<file path="src/rtl/matmul_sequencer.sv">
// Control FSM for the N x N matrix-multiply datapath: walks (i, j, k), feeds operand
// pairs to the MAC, and forwards each finished C[i][j] to the writer in row-major order.
module matmul_sequencer #(
    parameter int N     = 8,
    parameter int IDX_W = 5,
    parameter int DW    = 32
) (
    input  logic             i_clk,
    input  logic             i_rst_n,
    input  logic             i_start,
    output logic             o_busy,
    output logic             o_done,
    output logic             o_rd_en,
    output logic [IDX_W-1:0] o_a_row,
    output logic [IDX_W-1:0] o_a_col,
    output logic [IDX_W-1:0] o_b_row,
    output logic [IDX_W-1:0] o_b_col,
    input  logic [DW-1:0]    i_a_data,
    input  logic [DW-1:0]    i_b_data,
    output logic [DW-1:0]    o_mac_a,
    output logic [DW-1:0]    o_mac_b,
    output logic             o_mac_first,
    output logic             o_mac_last,
    output logic             o_mac_stb,
    input  logic             i_mac_ack,
    input  logic [DW-1:0]    i_res_data,
    input  logic             i_res_stb,
    output logic             o_res_ack,
    output logic [DW-1:0]    o_out_value,
    output logic [IDX_W-1:0] o_out_i,
    output logic [IDX_W-1:0] o_out_j,
    output logic             o_out_stb,
    input  logic             i_out_ack
);

    typedef enum logic [2:0] {
        S_IDLE, S_FETCH, S_LOAD, S_ISSUE, S_RESULT, S_OUT, S_DONE
    } state_t;

    localparam logic [IDX_W-1:0] LAST = IDX_W'(N - 1);

    state_t           r_state, w_next;
    logic [IDX_W-1:0] r_i, r_j, r_k;
    logic [DW-1:0]    r_mac_a, r_mac_b, r_out_value;
    logic             r_mac_first, r_mac_last;
    logic [IDX_W-1:0] r_out_i, r_out_j;

    always_ff @(posedge i_clk) begin
        if (!i_rst_n) r_state <= S_IDLE;
        else          r_state <= w_next;
    end

    always_comb begin
        w_next = r_state;
        case (r_state)
            S_IDLE, S_DONE: if (i_start)   w_next = S_FETCH;
            S_FETCH:                       w_next = S_LOAD;
            S_LOAD:                        w_next = S_ISSUE;
            S_ISSUE:  if (i_mac_ack)       w_next = (r_k == LAST) ? S_RESULT : S_FETCH;
            S_RESULT: if (i_res_stb)       w_next = S_OUT;
            S_OUT:    if (i_out_ack)       w_next = (r_i == LAST && r_j == LAST) ? S_DONE : S_FETCH;
            default:                       w_next = S_IDLE;
        endcase
    end

    // Strobes decode straight off the state register, so they drop on the
    // same edge that completes a transfer or applies reset.
    always_comb begin
        o_busy    = (r_state != S_IDLE) && (r_state != S_DONE);
        o_done    = (r_state == S_DONE);
        o_rd_en   = (r_state == S_FETCH);
        o_mac_stb = (r_state == S_ISSUE);
        o_res_ack = (r_state == S_RESULT);
        o_out_stb = (r_state == S_OUT);
    end

    always_ff @(posedge i_clk) begin
        if (!i_rst_n) begin
            r_i         <= '0;
            r_j         <= '0;
            r_k         <= '0;
            r_mac_a     <= '0;
            r_mac_b     <= '0;
            r_mac_first <= 1'b0;
            r_mac_last  <= 1'b0;
            r_out_value <= '0;
            r_out_i     <= '0;
            r_out_j     <= '0;
        end else begin
            case (r_state)
                S_IDLE, S_DONE: if (i_start) begin
                    r_i <= '0;
                    r_j <= '0;
                    r_k <= '0;
                end
                S_LOAD: begin
                    r_mac_a     <= i_a_data;
                    r_mac_b     <= i_b_data;
                    r_mac_first <= (r_k == '0);
                    r_mac_last  <= (r_k == LAST);
                end
                S_ISSUE: if (i_mac_ack) r_k <= (r_k == LAST) ? '0 : r_k + 1'b1;
                S_RESULT: if (i_res_stb) begin
                    r_out_value <= i_res_data;
                    r_out_i     <= r_i;
                    r_out_j     <= r_j;
                end
                S_OUT: if (i_out_ack) begin
                    // The final element leaves i, j at N-1; the next start clears them.
                    if (r_j != LAST) begin
                        r_j <= r_j + 1'b1;
                    end else if (r_i != LAST) begin
                        r_j <= '0;
                        r_i <= r_i + 1'b1;
                    end
                end
                default: ;
            endcase
        end
    end

    assign o_a_row     = r_i;
    assign o_a_col     = r_k;
    assign o_b_row     = r_k;
    assign o_b_col     = r_j;
    assign o_mac_a     = r_mac_a;
    assign o_mac_b     = r_mac_b;
    assign o_mac_first = r_mac_first;
    assign o_mac_last  = r_mac_last;
    assign o_out_value = r_out_value;
    assign o_out_i     = r_out_i;
    assign o_out_j     = r_out_j;

endmodule

</file>
<file path="config.mk">
export PLATFORM = sky130hd
export DESIGN_NAME = matmul_sequencer
export DESIGN_NICKNAME = d
export VERILOG_FILES = /design/src/rtl/matmul_sequencer.sv
export SDC_FILE = /design/constraint.sdc
export NUM_CORES = 1
export LEC_CHECK = 0
export ABC_AREA = 1
export BUFFER_PORTS_ARGS = -buffer_cell sky130_fd_sc_hd__buf_2
export CAP_MARGIN = 40
export CORE_MARGIN = 1
export CORE_UTILIZATION = 50
export CTS_CLUSTER_DIAMETER = 80
export DETAILED_ROUTE_END_ITERATION = 10
export PLACE_DENSITY = 0.92
export SETUP_SLACK_MARGIN = 0.2
export SYNTH_ARGS = -nofsm -noshare
export SYNTH_HDL_FRONTEND = slang
export SYNTH_SLANG_ARGS = --single-unit
</file>
<file path="constraint.sdc">
create_clock -name i_clk -period 2.8 [get_ports i_clk]
set_input_delay 0.28 -clock i_clk [delete_from_list [all_inputs] [get_ports i_clk]]
set_output_delay 0.28 -clock i_clk [all_outputs]
set_load 0.02 [all_outputs]
</file>
==> results.toml, run 1 <==
[synthesis]
synthFlopType = "dfxtp_1"
synthArstFlopShare_pct = 0
synth_top_area_share_pct = 49.6
syn-num-nets = 776
ys_top_cells_by_area = "dfxtp_1 50%, nor2_1 12%, o21ai_0 6.9%"
synth_top_cell_by_area = "dfxtp_1"
synth.distinct_cells = 29
yosys_warnings = 0
synth_area_um2 = 5090
ys_seq_elements = 126
yosysSeqAreaShare_pct = 49.6
synth-edff-count = 0
syn_area_per_cell_um2 = 7.60
syn_inst = 670

[worst_setup_path]
crit_path_cell_trace = "nand2_1 > inv_2 > buf_2"
critical_path.max_stage_delay_ns = 0.56
rr_worst_depth = 7
crit_arrival_ns = 1.78
critPathMaxFanout = 21
crit_family = "flip-flops"
startpoint_type = "flop"
endpoint_kind = "primary output"
path_depth = 3
crit_type = "reg -> out"
critPathBufInv = 2
crit_required_ns = 2.52
crit_path_top_delay_cell = "dfxtp_1"

[pwr]
power_density_nw_per_um2 = 981
irDropWorstVdd_mv = 0.653
p_leak_nw = 3.58

[timing]
hold_viol_final = 0
clock_skew_ns = 0.0126
setup_viol = 0
worstMarginPinSlew_ns = 0.587
drv_slew = 0
rsz0062_at_grt = "no"
whs_ns = 0.0190
finalCriticalPeriod_ns = 2.06
relSlewSlack_pct = 60.9
finalSetupTns_ns = 0
fmax_mhz = 486
period_share_pct = 73.4

[floorplanning]
core_um2 = 9820
die_w_um = 103
initial_core_util_pct = 51.8
io_pins = 236
fp.dieH_um = 103
die-area_um2 = 10600
row_count = 36

[drt]
dr.pass1.iters = 5
drt_iter0_markers = 209
antenna_left = 0
routed_wl_um = 15500
drc = 0
avgRoutedWirePerCell_um = 14.4
vias = 5513
avgViaCountPerCell = 5.13

[cells_and_area]
antenna_cells = 0
syn_to_final_growth_pct = 42.4
multi_input_area_um2 = 2240
drive_gt1_share_pct = 32.8
fin_util_pct = 73.8
fillers = 729
most-common-layout-cells = "235 x buf_2, 162 x nor2_1, 126 x dfxtp_1"
final_common_cell = "buf_2"
seqCellArea_um2 = 2520
nets = 1035

[clocking]
cts-root-buf = "clkbuf_8"
cts-resized-gates = 0
clk-insertion-delay-late_ns = 0.50
clock-sinks = 126
clk_pin_slew_ns = 0.06
postCtsSetupRepairBufs = 0
cts_buffer_depth = 2
numCtsBuffers = 17
htree_levels = 4
tritoncts = "done"

[global_route]
grt_max_degree = 69
grt_use_total_pct = 28.3
gr-total-overflow = 0
antenna_found_initial = 0
grt_pass1_vias = 4961
grt_use_met2_pct = 47.7
use_met1_pct = 33.1
grt_pass1_wl_um = 23100
grt.busiest_layer = "met2"
met3_usage_pct = 7.93

[job]
cap_violations = 0

[min_path]
hp-class = "in -> reg"
hold_depth = 3

[placement]
hpwl_um = 9300
place.gp.congestion = 0.815
numPortBuffers = 235

[outcome]
outcome = "complete, no violations"
## area by class of cell
class                   count  share of cell area (%)
multi-input cells         470                    30.9
clock buffers              19                    5.96
well taps                 133                    2.30
flip-flops and latches    126                    34.8
clock inverters            13                    1.47
repair buffers            286                    23.0
inverters                  28                    1.62
## registers in the layout (all words and copies together) (netlist names)
signal       count
o_mac_a         32
o_mac_b         32
o_out_value     32
o_a_col          5
o_a_row          5
o_b_col          5
o_out_i          5
o_out_j          5
r_state          3
o_mac_first      1
o_mac_last       1
## repair_timing
action / in CTS / in global routing
hold buffers: 43 / 0
setup endpoints to repair: 0 / 0
endpoints found under the hold margin: 43 / 0
## through the flow
step                      setup WS, ns  instance area [µm²]  power, mW  std cells
after floorplan                   1.20                 5090       4.29        670
after global placement            1.13                 6280       4.96       1000
after CTS                        0.714                 7250       7.06       1075
after global routing             0.619                 7250       7.53       1075
final                            0.744                 7250       7.11       1075
after detailed placement          1.08                 6280       5.02       1000
## report_power, final
part / leakage [nW] / internal, mW / switching, mW
clock network: 0.250 / 1.13 / 0.858
registers: 1.03 / 2.19 / 0.282
logic: 2.31 / 0.842 / 1.81
total: 3.58 / 4.17 / 2.94
## per-layer routing
| metal | vias to the layer above | routed length [µm] |
|---|---|---|
| li1 | 2686 | - |
| met1 | 2541 | 6130 |
| met2 | 250 | 7690 |
| met3 | 36 | 1220 |
| met4 | 0 | 437 |
| met5 | - | 0 |
## synth_stat cells (2+ instances only)
library cell and n:
xor2_1 3, nand4_1 2, nand2_2 8, a21oi_1 54, inv_1 21, o21ai_1 4, o21ai_0 70, ha_1 4
nor2_1 162, nand3_1 58, nand2_4 6, nor3_1 2, clkbuf_1 22, buf_2 17, nand3_2 3, nand2_1 82
o211ai_1 2, dfxtp_1 126, inv_2 6, nor2_4 4, buf_4 6
## path summary, 6_finish.rpt
| check | slack (ns) | endpoint | start |
|---|---|---|---|
| max | 0.74 | o_res_ack | r_state[2]$_SDFFE_PN0P_ |
| min | 0.02 | o_mac_b[9]$_SDFFE_PN0P_ | i_b_data[9] |
| max reg2reg | 0.99 | o_mac_a[19]$_SDFFE_PN0P_ | r_state[0]$_SDFFE_PN0P_ |
| min reg2reg | 0.46 | o_out_j[4]$_SDFFE_PN0P_ | o_out_j[4]$_SDFFE_PN0P_ |
## cell families (layout without fill, tap and decap cells)
family | Yosys count | after routing | synth area share (%)
AND/OR/NAND/NOR | 333 | 333 | 29.5
buffers and inverters | 74 | 346 | 6.59
flip-flops | 126 | 126 | 49.6
adder cells (fa/ha/maj) | 4 | 4 | 0.983
AO/OA/AOI/OAI | 130 | 130 | 12.9
XOR/XNOR | 3 | 3 | 0.516
## tightest hold or removal path: stages
cell	delay, ns
buf_2	0.07
nor2_1	0.03
nor2_1	0.09
Power figures use the tool's default switching activity.
==> run 2: changes to the inputs <==
Settings changed: ABC_AREA 1 to 0, CORE_UTILIZATION 50 to 42, PLACE_DENSITY 0.92 to 0.84.
Clock period 2.8 ns to 1.8 ns, I/O delays scaled along.
==> run 2 against run 1 <==
Design area grew 4.7%; synthesized area shrank 3.8%; clock-buffer cell count grew 4; sequential power grew 19%; clock power grew 69%; synthesized cell count shrank 8.2%; utilization shrank 7.1 points; highest routed layer unchanged.
==> results.toml, run 2 <==
[outcome]
outcome = "complete, no violations"

[floorplanning]
die-area_um2 = 12100
fp.dieH_um = 110
io_pins = 236
die_w_um = 110
row_count = 39
initial_core_util_pct = 43.1
core_um2 = 11400

[synthesis]
yosys_warnings = 0
syn_area_per_cell_um2 = 7.96
synth_area_um2 = 4900
syn-num-nets = 721
synth.distinct_cells = 47
synth-edff-count = 0
ys_seq_elements = 126
synth_top_area_share_pct = 51.5
yosysSeqAreaShare_pct = 51.5
ys_top_cells_by_area = "dfxtp_1 52%, nand2_1 17%, a21oi_1 12%"
synthFlopType = "dfxtp_1"
syn_inst = 615
synthTopCellsByCount = "219 x nand2_1, 126 x dfxtp_1, 122 x a21oi_1, 20 x clkbuf_1, 19 x buf_2"
yosysMostFrequentCell = "nand2_1"
synthArstFlopShare_pct = 0
synth_top_cell_by_area = "dfxtp_1"

[timing]
period_share_pct = 91.8
finalSetupTns_ns = 0
hold_viol_final = 0
fmax_mhz = 605
worstMarginPinSlew_ns = 0.475
whs_ns = 0.0157
drv_slew = 0
clock_skew_ns = 0.00793
rsz0062_at_grt = "yes"
finalCriticalPeriod_ns = 1.65
relSlewSlack_pct = 67.9
setup_viol = 0

[drt]
avgRoutedWirePerCell_um = 14.8
drt_iter0_markers = 350
antenna_left = 0
avgViaCountPerCell = 5.08
dr.pass1.iters = 4
drc = 0
vias = 5386
routed_wl_um = 15700

[job]
cap_violations = 0

[clocking]
tritoncts = "done"
clk-insertion-delay-late_ns = 0.41
cts_buffer_depth = 2
cts-root-buf = "clkbuf_16"
htree_levels = 4
clk_pin_slew_ns = 0.05
clock-sinks = 126
numCtsBuffers = 17

[worst_setup_path]
crit_required_ns = 2.09
startpoint_type = "flop"
endpoint_kind = "flop"
critPathMaxFanout = 5
crit_arrival_ns = 1.94
crit_type = "reg -> reg"

[global_route]
antenna_found_initial = 0
grt_pass1_wl_um = 22700
gr-total-overflow = 0
grt_max_degree = 75
grt_pass1_vias = 4928
grt_use_total_pct = 24.7

[placement]
place.gp.congestion = 0.811
numPortBuffers = 235
place_inst = 967
hpwl_um = 9270

[min_path]
hp-class = "in -> reg"

[cells_and_area]
final_common_cell = "buf_2"
final_cells = 1060
most-common-layout-cells = "233 x buf_2, 219 x nand2_1, 119 x a21oi_1"
antenna_cells = 0
drive_gt1_share_pct = 36.1
fillers = 928
syn_to_final_growth_pct = 55.0
nets = 1012

[pwr]
irDropWorstVdd_mv = 0.606
p_seq_share_pct = 40.5
p_leak_nw = 3.36
power_density_nw_per_um2 = 962
pwr-share-clk_pct = 46.2
p_int_mw = 5.53
p_sw_share_pct = 24.3
combPwrFrac_pct = 13.3
power.switching_mw = 1.78
run 2: cell count changes in the layout (fill, tap and decap cells not counted), sizes merged, moves of 6 or more:
cell / before / now
nand3: 62 / 12
nor2: 168 / 7
o31ai: 0 / 6
buf: 243 / 270
o21ai: 74 / 9
inv: 33 / 7
nand2: 97 / 219
a21oi: 54 / 122
or4: 0 / 8
run 2: final cells by class:
class                   instances  area (µm²)  share of cell area [%]
clock buffers                  23         468                    6.17
inverters                       8        31.3                   0.412
well taps                     143         179                    2.36
clock inverters                 7         113                    1.48
multi-input cells             436        2280                    30.1
flip-flops and latches        126        2550                    33.6
repair buffers                317        1970                    25.9
run 2: cell families after synthesis:
logic type / after synthesis / synth area share [%]
and+or+nand+nor: 274 / 24.4
buffers and inverters: 55 / 5.39
xor gates and xnor gates: 2 / 0.358
muxes: 2 / 0.409
adders and majority gates: 4 / 1.02
AOI/OAI and AO/OA: 152 / 16.9
DFF: 126 / 51.5
run 2: per-layer routing:
metal	part of all wire [%]	routed length [µm]	track usage [%]	up-vias
met1	38	5950	25.7	2460
met3	7.3	1140	8.35	56
met5	0	0	0	-
li1	-	-	-	2636
met4	3.3	516	12.9	0
met2	52	8120	43.8	234
run 2: final timing paths:
path | cells past startpoint | slack, ns | from | end
worst max-delay path | 6 | 0.15 | o_a_row[1]$_SDFFE_PN0P_ | o_b_col[2]$_SDFFE_PN0P_
worst min register to register | 2 | 0.45 | o_mac_a[11]$_SDFFE_PN0P_ | o_mac_a[11]$_SDFFE_PN0P_
worst min-delay path | 3 | 0.02 | i_a_data[1] | o_mac_a[1]$_SDFFE_PN0P_
worst max register to register | 6 | 0.15 | o_a_row[1]$_SDFFE_PN0P_ | o_b_col[2]$_SDFFE_PN0P_
run 2: per-stage QoR:
step	area [µm²]	worst slack [ns]	utilization, %	total power, mW
CTS	7450	0.189	65.6	7.28
detailed placement	6280	0.0890	55.2	3.82
global route	7590	0.0551	66.8	7.59
finish	7590	0.148	66.8	7.31
floorplan	4940	0.175	-	3.47
global placement	6280	0.122	55.2	3.81
run 2: power groups by stage:
stage	clock (mW)	sequential (mW)	combinational [mW]
after floorplan	0	3.13	0.346
after global placement	0	3.01	0.797
after detailed placement	0	3.02	0.802
after CTS	3.42	2.96	0.911
after global routing	3.56	2.97	1.06
final	3.37	2.96	0.974
run 2: what timing repair did:
action,4_1_cts,5_1_grt
setup buffers,8,6
pin swaps,5,13
cloned,1,1
resized for setup,15,19
endpoints found under the setup margin,70,66
hold buffers,47,0
hold endpoints to repair,47,0
run 2: worst max-delay path, stage by stage (launching register included):
cell	delay [ns]
dfxtp_4	0.35
ha_4	0.12
and4bb_2	0.29
nor4b_4	0.34
buf_4	0.19
nor4_1	0.04
o21a_1	0.20
==> run 3: changes to the inputs <==
Settings changed: ABC_CLOCK_PERIOD_IN_PS from default to 2100, CORE_UTILIZATION 42 to 50, PLACE_DENSITY 0.84 to 0.93.
Clock period 1.8 ns to 2.1 ns, I/O delays scaled along.
==> run 3 against run 2 <==
Worst hold slack better by 0.015 ns; utilization up 16 points; maximum frequency down 9.4%; wire length up 25%.
==> results.toml, run 3 (same netlist as run 2, synthesis figures left out) <==
[outcome]
outcome = "complete, no violations"

[timing]
drv_slew = 0
relSlewSlack_pct = 58.7
period_share_pct = 86.9
fmax_mhz = 548
worstMarginPinSlew_ns = 0.615
finalCriticalPeriod_ns = 1.82
setup_ws_ns = 0.275
hold_viol_final = 0
clock_skew_ns = 0.0112
setup_viol = 0
finalSetupTns_ns = 0
rsz0062_at_grt = "no"

[global_route]
grt_max_degree = 55
antenna_found_initial = 2
grt_use_total_pct = 41.2
grt_pass1_vias = 6095
gr-total-overflow = 0
grt_pass1_wl_um = 31200

[min_path]
hp-class = "in -> reg"
hold_depth = 3
hold_end = "o_a_col[0]$_SDFFE_PN0P_"
min-delay-start = "i_mac_ack"

[placement]
place_inst = 945
numPortBuffers = 235
hpwl_um = 9590
dp_worst_setup_slack_ns = 0.300
place.gp.congestion = 0.873

[worst_setup_path]
crit_type = "reg -> reg"
worstReg2RegStart = "o_b_col[0]$_SDFFE_PN0P_"
crit_arrival_ns = 2.24
crit_family = "simple AND/OR/NAND/NOR gates"
r2r-end = "o_a_row[3]$_SDFFE_PN0P_"
startpoint_type = "flop"
endpoint_kind = "flop"
critPathBufInv = 0
crit_path_top_delay_cell = "or4_1"
crit_required_ns = 2.52
crit_path_cell_trace = "ha_2 > nand4bb_4 > o21a_4 > or4_1 > a21oi_1"
rrSetupSlack_ns = 0.28
rr_worst_depth = 5
critical_path.max_stage_delay_ns = 0.47
critPathMaxFanout = 10

[pwr]
irDropWorstVdd_mv = 0.610
combPwrFrac_pct = 13.7
p_leak_nw = 3.42
power_density_nw_per_um2 = 814
power.switching_mw = 1.71
p_seq_share_pct = 40.5
pwr-share-clk_pct = 45.8
p_sw_share_pct = 27.1
p_int_mw = 4.60

[drt]
drc = 0
avgViaCountPerCell = 5.53
drt_iter0_markers = 395
avgRoutedWirePerCell_um = 18.3
dr.pass1.iters = 5
antenna_left = 0
vias = 5957
routed_wl_um = 19700

[floorplanning]
initial_core_util_pct = 52.3
fp.dieH_um = 101
io_pins = 236
core_um2 = 9370
row_count = 35
die_w_um = 101
die-area_um2 = 10200

[cells_and_area]
nets = 1037
final_common_cell = "buf_2"
drive_gt1_share_pct = 31.1
most-common-layout-cells = "235 x buf_2, 218 x nand2_1, 123 x dfxtp_1"
fin_util_pct = 82.7
final_cells = 1077
syn_to_final_growth_pct = 58.3

[clocking]
clk_pin_slew_ns = 0.06
postCtsSetupRepairBufs = 0
numCtsBuffers = 17
tritoncts = "done"
clock-sinks = 126
cts-root-buf = "clkbuf_8"
cts_buffer_depth = 2
clk-insertion-delay-late_ns = 0.50
htree_levels = 4

[job]
cap_violations = 0
[run 3: changes by cell type in the layout (fill, tap and decap cells not counted), moves of 3 or more]
cell	previous run	this run
dlygate4sd3_1	47	96
buf_4	32	8
dfxtp_4	7	1
inv_6	0	6
dfxtp_1	118	123
diode_2	0	4
clkbuf_1	4	1
clkinv_2	4	1
[run 3: metrics by stage]
stage | hold slack, ns | total power, mW | area, µm²
4_1_cts | 0.00236 | 6.25 | 7710
5_1_grt | 0.0200 | 6.51 | 7740
3_3_place_gp | 0.438 | 3.24 | 6160
2_1_floorplan | 0.346 | 2.98 | 4900
3_5_place_dp | 0.443 | 3.25 | 6160
6_report | 0.0310 | 6.31 | 7750
[run 3: layout make-up]
cell class / count / area, µm²
sequential: 126 / 2530
inverter: 8 / 31.3
multi-input combinational: 434 / 2150
fill: 489 / 1620
clock buffer: 19 / 432
timing repair buffer: 344 / 2290
tap: 129 / 161
antenna: 4 / 10.0
clock inverter: 13 / 153
[run 3: worst max-delay path by stage]
stage	to	cells after the start	startpoint	slack (ns)
final	o_a_row[3]$_SDFFE_PN0P_	5	o_b_col[0]$_SDFFE_PN0P_	0.28
after CTS	o_rd_en	4	r_state[0]$_SDFFE_PN0P_	0.26
after global placement	o_b_col[4]$_SDFFE_PN0P_	4	r_state[0]$_SDFFE_PN0P_	0.33
after detailed placement	o_a_row[4]$_SDFFE_PN0P_	4	r_state[0]$_SDFFE_PN0P_	0.30
after floorplan	o_a_row[4]$_SDFFE_PN0P_	5	o_b_col[0]$_SDFFE_PN0P_	0.29
after global routing	o_a_row[3]$_SDFFE_PN0P_	5	o_b_col[0]$_SDFFE_PN0P_	0.20
[run 3: timing repair]
item	4_1_cts	5_1_grt
gates resized for setup	1	9
setup endpoints to repair	2	21
hold buffers	96	0
hold endpoints to repair	96	0
[run 3: worst reg2reg max path: cells and delay by family (launching register included)]
kind | cells | cell delay, ns
flip-flops | 1 | 0.43
AO/OA/AOI/OAI | 2 | 0.43
adder cells (fa/ha/maj) | 1 | 0.25
AND/OR/NAND/NOR | 2 | 0.63
[run 3: power by group through the flow]
stage	sequential [mW]	combinational, mW	clock (mW)
after floorplan	2.68	0.296	0
after global placement	2.59	0.653	0
after detailed placement	2.59	0.663	0
after CTS	2.54	0.806	2.90
after global routing	2.57	0.925	3.02
final	2.55	0.865	2.89
[run 3: routing by layer]
layer	GRT usage (%)	part of all wire [%]
met5	4.62	0
met4	33.3	7.8
met3	23.3	11
met2	63.3	47
met1	40.2	34
